<file path="config.mk">
export PLATFORM = sky130hd
export DESIGN_NAME = kmeans_addsub_arbiter
export DESIGN_NICKNAME = d
export VERILOG_FILES = /design/src/rtl/kmeans_addsub_arbiter.sv
export SDC_FILE = /design/constraint.sdc
export NUM_CORES = 1
export LEC_CHECK = 0
export CAP_MARGIN = 5
export CORE_ASPECT_RATIO = 1.5
export CORE_UTILIZATION = 45
export CTS_CLUSTER_SIZE = 28
export DETAILED_ROUTE_END_ITERATION = 7
export GPL_TIMING_DRIVEN = 0
export PLACE_DENSITY = 0.78
export REMOVE_ABC_BUFFERS = 1
export SLEW_MARGIN = 20
export SYNTH_ARGS = -nofsm -noshare
export SYNTH_HDL_FRONTEND = slang
export SYNTH_SLANG_ARGS = --single-unit
export TNS_END_PERCENT = 10
</file>
<file path="constraint.sdc">
create_clock -name clk -period 13.4 [get_ports clk]
set_input_delay 1.34 -clock clk [delete_from_list [all_inputs] [get_ports clk]]
set_output_delay 1.34 -clock clk [all_outputs]
set_load 0.02 [all_outputs]
</file>
<file path="src/rtl/kmeans_addsub_arbiter.sv">
// kmeans_addsub_arbiter: round-robin share of one 32-bit ripple add/sub.
// Define KM_ADDSUB_OVF_EN to add the registered signed-overflow output rsp_ovf.
module kmeans_addsub_arbiter #(
  parameter int NUM_REQ = 4,
  parameter int ID_W    = 2
) (
  input  logic                  clk,
  input  logic                  rst_n,
  input  logic [NUM_REQ-1:0]    req_valid,
  output logic [NUM_REQ-1:0]    req_ready,
  input  logic [NUM_REQ*32-1:0] req_a,
  input  logic [NUM_REQ*32-1:0] req_b,
  input  logic [NUM_REQ-1:0]    req_op,
  output logic                  rsp_valid,
  input  logic                  rsp_ready,
  output logic [31:0]           rsp_sum,
  output logic                  rsp_cout,
`ifdef KM_ADDSUB_OVF_EN
  output logic                  rsp_ovf,
`endif
  output logic [ID_W-1:0]       rsp_id
);

  logic [ID_W-1:0]    ptr_q, ptr_d;
  logic [NUM_REQ-1:0] grant;
  logic [ID_W-1:0]    gnt_id;
  logic               found;
  logic               accept, rs_load, os_free;

  logic [31:0]        a_q, a_d, b_q, b_d;
  logic               op_q, op_d;
  logic [ID_W-1:0]    id_q, id_d;
  logic               os_valid_q, os_valid_d;

  logic [31:0]        sum_q, sum_d;
  logic               cout_q, cout_d;
  logic [ID_W-1:0]    rid_q, rid_d;
  logic               rvalid_q, rvalid_d;
  logic               ovf_d;

  logic [31:0]        dp_s, dp_co;

  // Round-robin search: first valid requester at or after ptr wins.
  always_comb begin
    int idx;
    logic [ID_W-1:0] sel;
    idx    = 0;
    sel    = '0;
    grant  = '0;
    gnt_id = '0;
    found  = 1'b0;
    for (int k = 0; k < NUM_REQ; k++) begin
      idx = int'(ptr_q) + k;
      if (idx >= NUM_REQ) idx = idx - NUM_REQ;
      sel = ID_W'(idx);
      if (!found && req_valid[sel]) begin
        found      = 1'b1;
        grant[sel] = 1'b1;
        gnt_id     = sel;
      end
    end
  end

  assign rs_load   = os_valid_q & (~rvalid_q | rsp_ready);
  assign os_free   = ~os_valid_q | rs_load;
  assign accept    = found & os_free;
  assign req_ready = grant & {NUM_REQ{os_free}};

  // Ripple add/sub; b inverted and carry-in set for two's complement subtract.
  always_comb begin
    logic c;
    logic bx;
    c     = op_q;
    bx    = 1'b0;
    dp_s  = '0;
    dp_co = '0;
    for (int i = 0; i < 32; i++) begin
      bx       = b_q[i] ^ op_q;
      dp_s[i]  = a_q[i] ^ bx ^ c;
      dp_co[i] = (a_q[i] & bx) | (c & (a_q[i] ^ bx));
      c        = dp_co[i];
    end
  end

  // Next state for pointer, operand stage and result stage.
  always_comb begin
    ptr_d      = ptr_q;
    a_d        = a_q;
    b_d        = b_q;
    op_d       = op_q;
    id_d       = id_q;
    os_valid_d = os_valid_q;
    sum_d      = sum_q;
    cout_d     = cout_q;
    rid_d      = rid_q;
    rvalid_d   = rvalid_q;
    ovf_d      = dp_co[30] ^ dp_co[31];
    if (accept) begin
      a_d        = req_a[32*int'(gnt_id) +: 32];
      b_d        = req_b[32*int'(gnt_id) +: 32];
      op_d       = req_op[gnt_id];
      id_d       = gnt_id;
      os_valid_d = 1'b1;
      if (gnt_id == ID_W'(NUM_REQ-1)) ptr_d = '0;
      else ptr_d = gnt_id + ID_W'(1);
    end else if (rs_load) begin
      os_valid_d = 1'b0;
    end
    if (rs_load) begin
      sum_d    = dp_s;
      cout_d   = dp_co[31];
      rid_d    = id_q;
      rvalid_d = 1'b1;
    end else if (rvalid_q && rsp_ready) begin
      rvalid_d = 1'b0;
    end
  end

  // Arbiter pointer.
  always_ff @(posedge clk or negedge rst_n) begin
    if (!rst_n) ptr_q <= '0;
    else        ptr_q <= ptr_d;
  end

  // Operand stage in front of the adder.
  always_ff @(posedge clk or negedge rst_n) begin
    if (!rst_n) begin
      a_q        <= '0;
      b_q        <= '0;
      op_q       <= 1'b0;
      id_q       <= '0;
      os_valid_q <= 1'b0;
    end else begin
      a_q        <= a_d;
      b_q        <= b_d;
      op_q       <= op_d;
      id_q       <= id_d;
      os_valid_q <= os_valid_d;
    end
  end

  // Result stage driving the shared response channel.
  always_ff @(posedge clk or negedge rst_n) begin
    if (!rst_n) begin
      sum_q    <= '0;
      cout_q   <= 1'b0;
      rid_q    <= '0;
      rvalid_q <= 1'b0;
    end else begin
      sum_q    <= sum_d;
      cout_q   <= cout_d;
      rid_q    <= rid_d;
      rvalid_q <= rvalid_d;
    end
  end

`ifdef KM_ADDSUB_OVF_EN
  logic ovf_q;

  // Signed overflow travels with the result stage.
  always_ff @(posedge clk or negedge rst_n) begin
    if (!rst_n)       ovf_q <= 1'b0;
    else if (rs_load) ovf_q <= ovf_d;
  end

  assign rsp_ovf = ovf_q;
`else
  logic unused_ovf;
  assign unused_ovf = ovf_d;
`endif

  assign rsp_valid = rvalid_q;
  assign rsp_sum   = sum_q;
  assign rsp_cout  = cout_q;
  assign rsp_id    = rid_q;

endmodule

</file>
; ---- Yosys cells after proc, flatten, opt, wreduce, memory -nomap -nowiden
; Index checks and enable logic that the tools add are counted.
[word_totals]
regBits = 106
in_bits = 267
[op_classes]
addsub = 8
magnitude_cmp = 13
n_eq_ne = 1
n_shift = 2
mux = 39
bitwise = 202
reduce_logical = 13
[ops]
columns = cell, n
row1 = $shiftx 128x8->32, 2
row2 = $xor 1x1->1, 96
row3 = $and 1x1->1, 66
row4 = $or 1x1->1, 34
row5 = $mux 2, 9
row6 = $mux 1, 17
row7 = $mux 4, 4
row8 = $lt 2x3->1 const B, 5
row9 = $or 4x4->4, 3
row10 = $bmux 1 s2, 5
row11 = $ge 3x3->1 const B, 3
row12 = $demux 1 s2, 4
row13 = $ge 2x1->1 const B, 4
row14 = $logic_and 1x1->1, 8
row15 = $sub 2x1->2 const B, 4
row16 = $add 2x2->3 const B, 2
row17 = $and 4x4->4, 1
row18 = $reduce_bool 2->1, 2
row19 = $add 2x1->3 const B, 1
row20 = $ge 2x3->1 const B, 1
row21 = $logic_not 1->1, 3
row22 = $add 2x1->2 const B, 1
row23 = $eq 2x2->1 const B, 1
row24 = $not 1->1, 2

; ---- Logic depth before layout (Yosys ltp)
; Gate-level depths: netlist of run 1.
[depth]
depth_word = 66
depth_mapped = 38
depth_no_buf = 36

; ---- Worst setup path before layout of run 1
; No wires, ideal clock.
[synth_timing]
kind = reg-to-reg
startpoint = register op_q
endpoint = register sum_q[31] (netlist: rsp_sum[31])
setup_ns = 0.125
arrival_time_ns = 13.070
path_slack_ns = 0.205
stages_incl_launch_ff = 39
path_buffers = 2
period_less_slack_ns = 13.195
cell_sequence = dfrtp_1 > clkbuf_1 > clkbuf_1 > xnor2_1 > fa_1 > fa_1 > fa_1 > inv_1 > fa_1 > inv_1 > fa_1 > fa_1 > fa_1 > fa_1 > fa_1 > fa_1 > fa_1 > fa_1 > (+3 left out) > fa_1 > fa_1 > fa_1 > fa_1 > fa_1 > fa_1 > fa_1 > fa_1 > fa_1 > fa_1 > fa_1 > fa_1 > fa_1 > fa_1 > fa_1 > inv_1 > fa_1 > mux2_2
[synth_via]
elab_chain_cells = 65
word_cells_on_any_way = 158
cone_classes = bitwise (158)
[synth_rtl]
columns = element, line
row1 = start: declaration, 31  ; logic op_q, op_d;
row2 = start signal: assignment, 136  ; op_q <= op_d;
row3 = $xor 1x1->1, 78  ; bx = b_q[i] ^ op_q;
row4 = $xor 1x1->1, 80  ; dp_co[i] = (a_q[i] & bx) | (c & (a_q[i] ^ bx));
row5 = $and 1x1->1, 80
row6 = $or 1x1->1, 80
row7 = $and 1x1->1, 80
row8 = $or 1x1->1, 80
row9 = $and 1x1->1, 80
row10 = $or 1x1->1, 80
row11 = (+50 left out), n/a
row12 = $and 1x1->1, 80
row13 = $or 1x1->1, 80
row14 = $and 1x1->1, 80
row15 = $or 1x1->1, 80
row16 = $and 1x1->1, 80
row17 = $or 1x1->1, 80
row18 = $xor 1x1->1 (*), 79  ; dp_s[i] = a_q[i] ^ bx ^ c;
row19 = via dp_s[31], 41  ; logic [31:0] dp_s, dp_co;
row20 = end signal: assignment, 150  ; sum_q <= sum_d;
row21 = end: declaration, 35  ; logic [31:0] sum_q, sum_d;
; The timed path passes the listed nets; every way through them passes the cells marked *.
; A chain may end at the register's enable or synchronous reset.

; ---- Worst setup path after layout of run 1
; Same ends and word-level chain as after synthesis.

==> results of run 1 <==
==> worst reg2reg max path, delay by kind of cell (launching register included) <==
family     cells  cell delay [ns]
fa+ha+maj     31            11.68
flops          1             0.54
mux            1             0.26
buf+inv        3             0.22
xor+xnor       1             0.18
==> cell type report <==
class / count / area (sq um)
Timing Repair Buffer: 340 / 3840
Fill cell: 2125 / 9380
Antenna cell: 8 / 20.0
Tap cell: 324 / 405
Sequential cell: 106 / 2660
Multi-Input combinational cell: 1114 / 7800
Clock inverter: 7 / 50.0
Inverter: 38 / 148
Clock buffer: 9 / 225
==> power by group <==
part / switching (mW) / internal, mW / total, mW / leakage [nW]
combinational: 1.63 / 1.17 / 2.79 / 4.19
sequential: 0.114 / 0.483 / 0.596 / 1.31
clock: 0.132 / 0.128 / 0.260 / 0.140
total: 1.87 / 1.78 / 3.65 / 5.64
==> cell families after synthesis <==
family          synth area share [%]
buf+inv                         8.38
simple gates                    37.6
mux                             1.77
flops                           23.4
fa+ha+maj                       6.26
compound gates                  20.0
xor+xnor                        2.55
==> cells in the mapped netlist, types with 3 or more instances <==
cell	n	area [sq um]
nand2_1	368	1380
nor3b_1	229	1720
nor3_1	131	656
a22oi_1	130	976
dfrtp_1	106	2650
clkbuf_1	71	267
o221ai_2	59	886
buf_2	56	280
inv_1	36	135
o21ai_0	33	165
nor3b_2	32	400
fa_1	31	621
xnor2_1	31	272
buf_6	15	169
buf_4	10	75.1
mux2_2	8	90.1
ha_1	7	87.6
a21oi_1	6	30.0
o221ai_1	6	52.6
nor2_1	5	18.8
a22o_1	4	35.0
a32oi_1	4	35.0
buf_1	4	15.0
nand2b_1	4	25.0
mux4_2	3	67.6
==> per-layer routing <==
metal  vias up  track usage (%)  routed length, um
li1       5452                -                  -
met1      5689             31.5              14400
met2       422             51.7              18900
met3        95             3.07               1710
met4         0             16.1               1850
met5         -                0                  0
==> stage by stage <==
stage / worst slack, ns / cells / hold WS (ns)
after detailed placement: -0.678 / 1919 / 0.460
final: 0.411 / 1946 / 0.478
after global placement: -14.65 / 1888 / 0.455
after floorplan: -5.91 / 1258 / 0.443
after CTS: 0.0572 / 1937 / 0.481
after global routing: 0.0197 / 1946 / 0.502
==> final timing paths <==
| check | endpoint | from | slack [ns] | cells after the start |
|---|---|---|---|---|
| setup / recovery | rsp_sum[31]$_DFFE_PN0P_ | op_q$_DFFE_PN0P_ | 0.41 | 36 |
| hold / removal | id_q[1]$_DFFE_PN0P_ | id_q[1]$_DFFE_PN0P_ | 0.48 | 2 |
| setup reg to reg | rsp_sum[31]$_DFFE_PN0P_ | op_q$_DFFE_PN0P_ | 0.41 | 36 |
| hold reg to reg | id_q[1]$_DFFE_PN0P_ | id_q[1]$_DFFE_PN0P_ | 0.48 | 2 |
| max in group asynchronous | asynchronous set/reset pin | rst_n | 11.77 | 2 |
| min in group asynchronous | b_q[6]$_DFFE_PN0P_ | rst_n | 0.93 | 1 |
==> timing repair <==
item                                    CTS  global route
buffers inserted                          2             1
endpoints found under the setup margin    3             1
hold buffers                              0             0
resized for setup                         6             5
hold endpoints to repair                  0             0
==> registers in the layout, indices dropped and copies added (netlist names), named ones only <==
name,flops
a_q,32
b_q,32
rsp_sum,32
id_q,2
rsp_id,2
op_q,1
os_valid_q,1
ptr_q,1
rsp_cout,1
rsp_valid,1
==> cell usage in the layout, fill, tap and decap left out, types with 9 or more instances in the layout <==
master / instances
nand2_1: 366
clkdlybuf4s50_1: 305
nor3b_1: 229
nor3_1: 131
a22oi_1: 130
dfrtp_1: 104
o221ai_2: 59
inv_1: 36
o21ai_0: 33
nor3b_2: 32
xnor2_1: 31
fa_1: 21
buf_16: 19
fa_2: 10
clkbuf_16: 9
==> flow_summary.toml, run 1 <==
[outcome]
outcome = "finished, final reports clean"

[clock_tree]
clock_latency_ns = 0.36
cts_sinks = 106
root_buffer = "clkbuf_16"
clk_pin_slew_ns = 0.08
numCtsBuffers = 9
cts_max_level = 3
cts_tree = "done"
clockBufferDepth = 2

[timing]
fmax_ghz = 0.0770
fin_tns_setup_ns = 0
grt_setup_unrepaired = "false"
fin_skew_ns = 0.0152
setup_viol = 0
drv_slew = 0
slew_headroom_pct = 48.4
worstMarginPinSlew_ns = 0.773
final_hold_viol_count = 0
finalCritPeriodShare_pct = 96.9
period_needed_ns = 12.99

[synth]
yosysWarnings = 0
syn_area_per_cell_sq_um = 8.00
yosysSeqAreaShare_pct = 23.4
async_flop_share_pct = 100
ys_ff_latch = 106
syn_inst = 1414
yosysUniqueCellTypes = 42
synth_edf_count = 0
synth_ff_type = "dfrtp_1"
synth.cell_area_sq_mm = 0.0113

[drt]
dr.pass1.iters = 6
viasPerCell = 5.99
drt_iter0_drc = 613
drc = 0
totalWireLength_mm = 36.9
ant_nets = 0
vias = 11700
route.detailed.wl_per_inst_um = 19.0

[worst_setup_path]
endpoint_kind = "register"
crit_top_cell = "fa_1"
start_kind = "register"
crit_slowest_cell = "dfrtp_4"
critPathTopFamily = "adder cells"
crit_buf_inv = 3
crit_type = "reg -> reg"
crit_path_max_fanout = 4
critical_path_arrival_ns = 13.23
max_stage_delay_ns = 0.54
required_ns = 13.65

[cells_and_area]
drive_gt1_share_pct = 10.9
final_cell_area_sq_mm = 0.0151
nNetsFinal = 1914
areaGrowthSynthToFinish_pct = 33.8
utilization_pct = 61.8

[place]
dp_hpwl_mm = 26.1
dpl_cell_area_sq_mm = 0.0148
numPortBuffers = 306
place.gp.congestion = 0.804

[global_routing]
grt_max_degree = 82
grt_pass1_wl_mm = 59.1
antenna_found_initial = 8
grt-ovfl-total = 0
grt_pass1_vias = 11900
grt_usage_pct = 28.2

[die]
die_h_um = 196
rows = 70
num_io_pins = 307
die_w_um = 131
core_sq_mm = 0.0245
start_util_pct = 46.1
dieArea_sq_mm = 0.0258

[pwr]
fin_total_pwr_mw = 3.65
power.density_mw_per_mm2 = 241
ir_drop_mv = 0.256
leakage_nw = 5.64

[job]
cap_violations = 0

[worst_hold_path]
min_path_type = "reg -> reg"
(Power assumes the default switching activity.)
==> run 2, diff against run 1 <==
--- a/config.mk
+++ b/config.mk
@@ -5,6 +5,7 @@
 export SDC_FILE = /design/constraint.sdc
 export NUM_CORES = 1
 export LEC_CHECK = 0
+export ABC_CLOCK_PERIOD_IN_PS = 13400
 export CAP_MARGIN = 5
 export CORE_ASPECT_RATIO = 1.5
 export CORE_UTILIZATION = 45
==> results of run 2 <==
The final DEF is identical to that of run 1; final timing and power are the same.
